$ cat config.mk
export PLATFORM = sky130hd
export DESIGN_NAME = wb_drain_arb
export DESIGN_NICKNAME = d
export VERILOG_FILES = /design/src/rtl/wb_drain_arb.sv
export SDC_FILE = /design/constraint.sdc
export NUM_CORES = 1
export LEC_CHECK = 0
export ABC_CLOCK_PERIOD_IN_PS = 5350
export CORE_AREA = 3 3 81 91
export CTS_CLUSTER_DIAMETER = 50
export DETAILED_ROUTE_END_ITERATION = 16
export DIE_AREA = 0 0 84 94
export PLACE_DENSITY = 0.85
export RECOVER_POWER = 100
export REMOVE_ABC_BUFFERS = 1
export SYNTH_ARGS = -nofsm -noshare
export SYNTH_HDL_FRONTEND = slang
export SYNTH_SLANG_ARGS = --single-unit
export TNS_END_PERCENT = 50
$ cat constraint.sdc
create_clock -name clk -period 5.35 [get_ports clk]
set_clock_uncertainty 0.15 [all_clocks]
set_input_delay 1.07 -clock clk [delete_from_list [all_inputs] [get_ports clk]]
set_output_delay 1.07 -clock clk [all_outputs]
set_load 0.05 [all_outputs]
$ cat src/rtl/wb_drain_arb.sv
// wb_drain_arb: drains up to NUM_SRC register writeback FIFOs into the
// single register-file write port.
//   clk, rst_n         clock, synchronous active-low reset
//   src_empty_i        per-FIFO empty flag
//   src_wdata_i        per-FIFO head data, slice i = [i*DATA_W +: DATA_W]
//   src_waddr_i        per-FIFO head register address (same slicing)
//   src_cid_i          per-FIFO head commit ID (same slicing)
//   src_pop_o          one-hot pop strobe back to the FIFOs
//   reg_ready_i        register-file port accepts a write this cycle
//   reg_we_o/waddr/wdata  register write port
//   commit_valid_o     one pulse per retired entry (x0 writes included)
//   commit_id_o        commit ID of the retired entry, 0 when stage empty
//   busy_o             stage holds an entry or any FIFO is non-empty
// Round-robin grant among non-empty FIFOs, one registered output stage.

`ifndef REG_DATA_WIDTH
`define REG_DATA_WIDTH 32
`endif
`ifndef REG_ADDR_WIDTH
`define REG_ADDR_WIDTH 5
`endif
`ifndef COMMIT_ID_WIDTH
`define COMMIT_ID_WIDTH 6
`endif

// Per-source request: req_hi marks sources at or above the rr pointer,
// which take priority so the search wraps from rr_ptr.
module wb_drain_src #(
  parameter int IDX   = 0,
  parameter int PTR_W = 2
) (
  input  logic             empty_i,
  input  logic [PTR_W-1:0] rr_ptr_i,
  output logic             req_o,
  output logic             req_hi_o
);
  assign req_o    = !empty_i;
  assign req_hi_o = !empty_i && (PTR_W'(IDX) >= rr_ptr_i);
endmodule

module wb_drain_arb #(
  parameter int NUM_SRC = 3,
  parameter int DATA_W  = `REG_DATA_WIDTH,
  parameter int ADDR_W  = `REG_ADDR_WIDTH,
  parameter int CID_W   = `COMMIT_ID_WIDTH
) (
  input  logic                      clk,
  input  logic                      rst_n,
  input  logic [NUM_SRC-1:0]        src_empty_i,
  input  logic [NUM_SRC*DATA_W-1:0] src_wdata_i,
  input  logic [NUM_SRC*ADDR_W-1:0] src_waddr_i,
  input  logic [NUM_SRC*CID_W-1:0]  src_cid_i,
  output logic [NUM_SRC-1:0]        src_pop_o,
  input  logic                      reg_ready_i,
  output logic                      reg_we_o,
  output logic [ADDR_W-1:0]         reg_waddr_o,
  output logic [DATA_W-1:0]         reg_wdata_o,
  output logic                      commit_valid_o,
  output logic [CID_W-1:0]          commit_id_o,
  output logic                      busy_o
);
  localparam int PTR_W = $clog2(NUM_SRC);

  typedef enum logic {ST_EMPTY = 1'b0, ST_FULL = 1'b1} stage_e;

  stage_e                state_q, state_d;
  logic [PTR_W-1:0]      rr_ptr_q, rr_ptr_d;
  logic [ADDR_W-1:0]     stage_waddr_q, stage_waddr_d;
  logic [DATA_W-1:0]     stage_wdata_q, stage_wdata_d;
  logic [CID_W-1:0]      stage_cid_q, stage_cid_d;

  logic [NUM_SRC-1:0][DATA_W-1:0] wdata_a;
  logic [NUM_SRC-1:0][ADDR_W-1:0] waddr_a;
  logic [NUM_SRC-1:0][CID_W-1:0]  cid_a;
  logic [NUM_SRC-1:0]             req, req_hi, pop;

  logic             out_valid, done, accept, take, gnt_vld;
  logic [PTR_W-1:0] gnt_idx;

  for (genvar i = 0; i < NUM_SRC; i++) begin : g_src
    assign wdata_a[i] = src_wdata_i[i*DATA_W +: DATA_W];
    assign waddr_a[i] = src_waddr_i[i*ADDR_W +: ADDR_W];
    assign cid_a[i]   = src_cid_i[i*CID_W +: CID_W];
    wb_drain_src #(.IDX(i), .PTR_W(PTR_W)) u_src (
      .empty_i  (src_empty_i[i]),
      .rr_ptr_i (rr_ptr_q),
      .req_o    (req[i]),
      .req_hi_o (req_hi[i])
    );
  end

  // Lowest requester at/above rr_ptr wins; otherwise lowest overall (wrap).
  always_comb begin
    gnt_vld = 1'b0;
    gnt_idx = '0;
    for (int i = NUM_SRC - 1; i >= 0; i--) begin
      if (req[i]) begin
        gnt_vld = 1'b1;
        gnt_idx = PTR_W'(i);
      end
    end
    for (int i = NUM_SRC - 1; i >= 0; i--) begin
      if (req_hi[i]) gnt_idx = PTR_W'(i);
    end
  end

  assign out_valid = (state_q == ST_FULL);
  // x0 writes retire without waiting on the port.
  assign done      = out_valid && (reg_ready_i || stage_waddr_q == '0);
  assign accept    = !out_valid || done;
  assign take      = accept && gnt_vld;

  always_comb begin
    pop = '0;
    if (take) pop[gnt_idx] = 1'b1;
  end

  always_comb begin
    state_d       = state_q;
    rr_ptr_d      = rr_ptr_q;
    stage_waddr_d = stage_waddr_q;
    stage_wdata_d = stage_wdata_q;
    stage_cid_d   = stage_cid_q;
    if (take) begin
      state_d       = ST_FULL;
      stage_waddr_d = waddr_a[gnt_idx];
      stage_wdata_d = wdata_a[gnt_idx];
      stage_cid_d   = cid_a[gnt_idx];
      rr_ptr_d      = (gnt_idx == PTR_W'(NUM_SRC - 1)) ? '0 : gnt_idx + 1'b1;
    end else if (done) begin
      state_d = ST_EMPTY;
    end
  end

  always_ff @(posedge clk) begin
    if (!rst_n) begin
      state_q       <= ST_EMPTY;
      rr_ptr_q      <= '0;
      stage_waddr_q <= '0;
      stage_wdata_q <= '0;
      stage_cid_q   <= '0;
    end else begin
      state_q       <= state_d;
      rr_ptr_q      <= rr_ptr_d;
      stage_waddr_q <= stage_waddr_d;
      stage_wdata_q <= stage_wdata_d;
      stage_cid_q   <= stage_cid_d;
    end
  end

  // No pops while held in reset: the stage would discard the entry.
  assign src_pop_o      = rst_n ? pop : '0;
  assign reg_we_o       = out_valid && (stage_waddr_q != '0);
  assign reg_waddr_o    = stage_waddr_q;
  assign reg_wdata_o    = stage_wdata_q;
  assign commit_valid_o = done;
  assign commit_id_o    = out_valid ? stage_cid_q : '0;
  assign busy_o         = out_valid || (|(~src_empty_i));
endmodule

==> out/results.ini <==
[sta]
whs_ns = 0.343
finalCriticalPeriod_ns = 4.77
slew_violations = 81
rsz0062_at_grt = false
period_share = 0.891
slew_headroom = -0.226
setup_viol = 0
worst_pin_slew_ns = 1.84
final-hold-violation-count = 0
tns_ns = 0
fmax_mhz = 210

[placement]
gp_congestion = 0.880
port_buffers = 183
placed_cell_area_mm2 = 0.00423
hpwl_mm = 6.80

[clock_network]
cts-resized-gates = 0
cts_setup_buffers = 0
cts_tree = yes
clkTransAtPathRegs_ns = 0.09
cts_hold_buf = 0
clock-sinks = 46
worstSkewPairLatency_ns = 0.29
cts-buffers-inserted = 5
cts-htree-levels = 2
clockBufferDepth = 2
root_buffer = clkbuf_8

[worst_setup_path]
cp_data_required_time_ns = 4.13
regToRegEndpoint = reg_waddr_o[2]
arrival_ns = 3.55
r2r_cells = 6
endpoint = src_pop_o[1]
timing.rr.start = out_valid
criticalPathCategory = in -> out
critPathMaxFanout = 7
crit_path_start_kind = input pin
cp-startpoint = src_empty_i[2]
cp-end-kind = output pin
r2r_slack_ns = 1.84

[detailed_routing]
drc = 0
antenna_left = 0
vias_per_cell = 5.50
drt-initial-drc-count = 144
wirelength_mm = 9.31
wire_per_inst_um = 17.2
firstDrtPassIters = 4
vias = 2974

[final_layout]
diodes = 0
syn_to_final_growth_pct = 83.8
finalInstanceArea_mm2 = 0.00431
layout_common_cells = clkdlybuf4s50_1 (132), a21oi_1 (52), dlygate4sd3_1 (49)
layout.nets = 593
final_common_cell = clkdlybuf4s50_1
layout-drive-gt1-share = 0.0523

[yosys]
post_synth.cell_area_avg_um2 = 8.11
syn_inst = 289
synth_ff_type = dfxtp_1
yosys-top-cells-area = dfxtp_1 (39%), a21oi_1 (11%), a22oi_1 (8.0%)
synth_edf_count = 0
synthDistinctLibCells = 31
synth_seq_cells = 46
ys_warn_count = 0
async_reset_ff_frac = 0
yosys.area.top_type = dfxtp_1
synthesis.area_mm2 = 0.00234
yosys.area.top_type_share = 0.393
yosysSeqAreaShare = 0.393

[power]
ir_drop_v = 0.000210
powerDensity_mw_per_mm2 = 283
p_leak_uw = 0.00168

[grt]
overflow = 0
grt_pass1_vias = 2946
grt_usage = 0.227
grt_pass1_wl_mm = 14.6
antenna_found_initial = 0
grt_max_degree = 49

[floorplanning]
die_h_um = 94
ios = 184
start_util = 0.358
rows = 31
die_area_mm2 = 0.00790
fp.dieW_um = 84
coreArea_mm2 = 0.00656

[run_status]
violations = max-capacitance violations, max-slew violations
status = finished with violations

[min_path]
min_from = reg_wdata_o[4]
hold_class = reg -> reg

[flow_run]
cap_violations = 2

area by class of cell:
| cell class | instances | area, µm² |
|---|---|---|
| inverters | 2 | 7.51 |
| repair buffers | 190 | 1880 |
| clock inverters | 2 | 12.5 |
| multi-input cells | 213 | 1300 |
| flip-flops and latches | 46 | 921 |
| well taps | 82 | 103 |
| fillers | 577 | 2250 |
| clock buffers | 6 | 82.6 |
per-stage QoR:
step / std cells / total power, µW / setup WS [ns] / util
2_1_floorplan: 261 / 752 / 0.784 / -
3_3_place_gp: 533 / 1020 / 0.897 / 0.645
3_5_place_dp: 533 / 1030 / 0.836 / 0.645
4_1_cts: 541 / 1250 / 0.833 / 0.659
5_1_grt: 541 / 1280 / 0.421 / 0.657
6_report: 541 / 1220 / 0.582 / 0.657
cells in the mapped netlist (all sizes together) (3+ instances only):
cell / number
a22oi: 25
and2: 7
nand4: 18
nor2: 10
clkbuf: 15
a21oi: 53
buf: 13
nand2b: 3
o21ai: 27
nand3: 37
dfxtp: 46
a32oi: 18
state kept, by name, indices dropped and copies added, names as in the netlist:
signal	cells
reg_waddr_o	5
reg_wdata_o	32
stage_cid_q	6
rr_ptr_q	2
out_valid	1
where the power goes:
part           leakage (µW)  internal, µW  total [µW]  switching [µW]
sequential         0.000382           395         424            28.5
combinational       0.00125           219         572             353
clock             0.0000472           104         222             118
worst min path at each step:
| stage | end | depth (start not counted) | slack [ns] |
|---|---|---|---|
| after CTS | stage_cid_q[4] | 2 | 0.35 |
| after floorplan | stage_cid_q[0] | 2 | 0.30 |
| final | reg_wdata_o[4] | 2 | 0.34 |
| after global routing | reg_wdata_o[4] | 2 | 0.38 |
| after global placement | stage_cid_q[2] | 2 | 0.32 |
| after detailed placement | reg_wdata_o[4] | 2 | 0.33 |
worst max-delay path: stages:
cell and delay (ns):
dlygate4sd3_1 0.64, nand3_1 0.17, o21ai_2 0.13, nor2_1 0.39
and3_1 0.22, dlygate4sd3_1 0.91
metal layers:
layer,global-route usage,share of wire,vias up
met2,0.406,0.51,136
met4,0.0523,0.0096,0
met3,0.0614,0.087,6
li1,-,-,1448
met5,0,0,-
met1,0.270,0.39,1384
logic make-up (layout without fill, tap and decap cells):
| family | Yosys count | count (layout) | share of synthesized area |
|---|---|---|---|
| compound gates | 126 | 126 | 0.335 |
| buf+inv | 30 | 200 | 0.0571 |
| flops | 46 | 46 | 0.393 |
| simple gates | 87 | 87 | 0.215 |
Power figures use the tool's default switching activity.
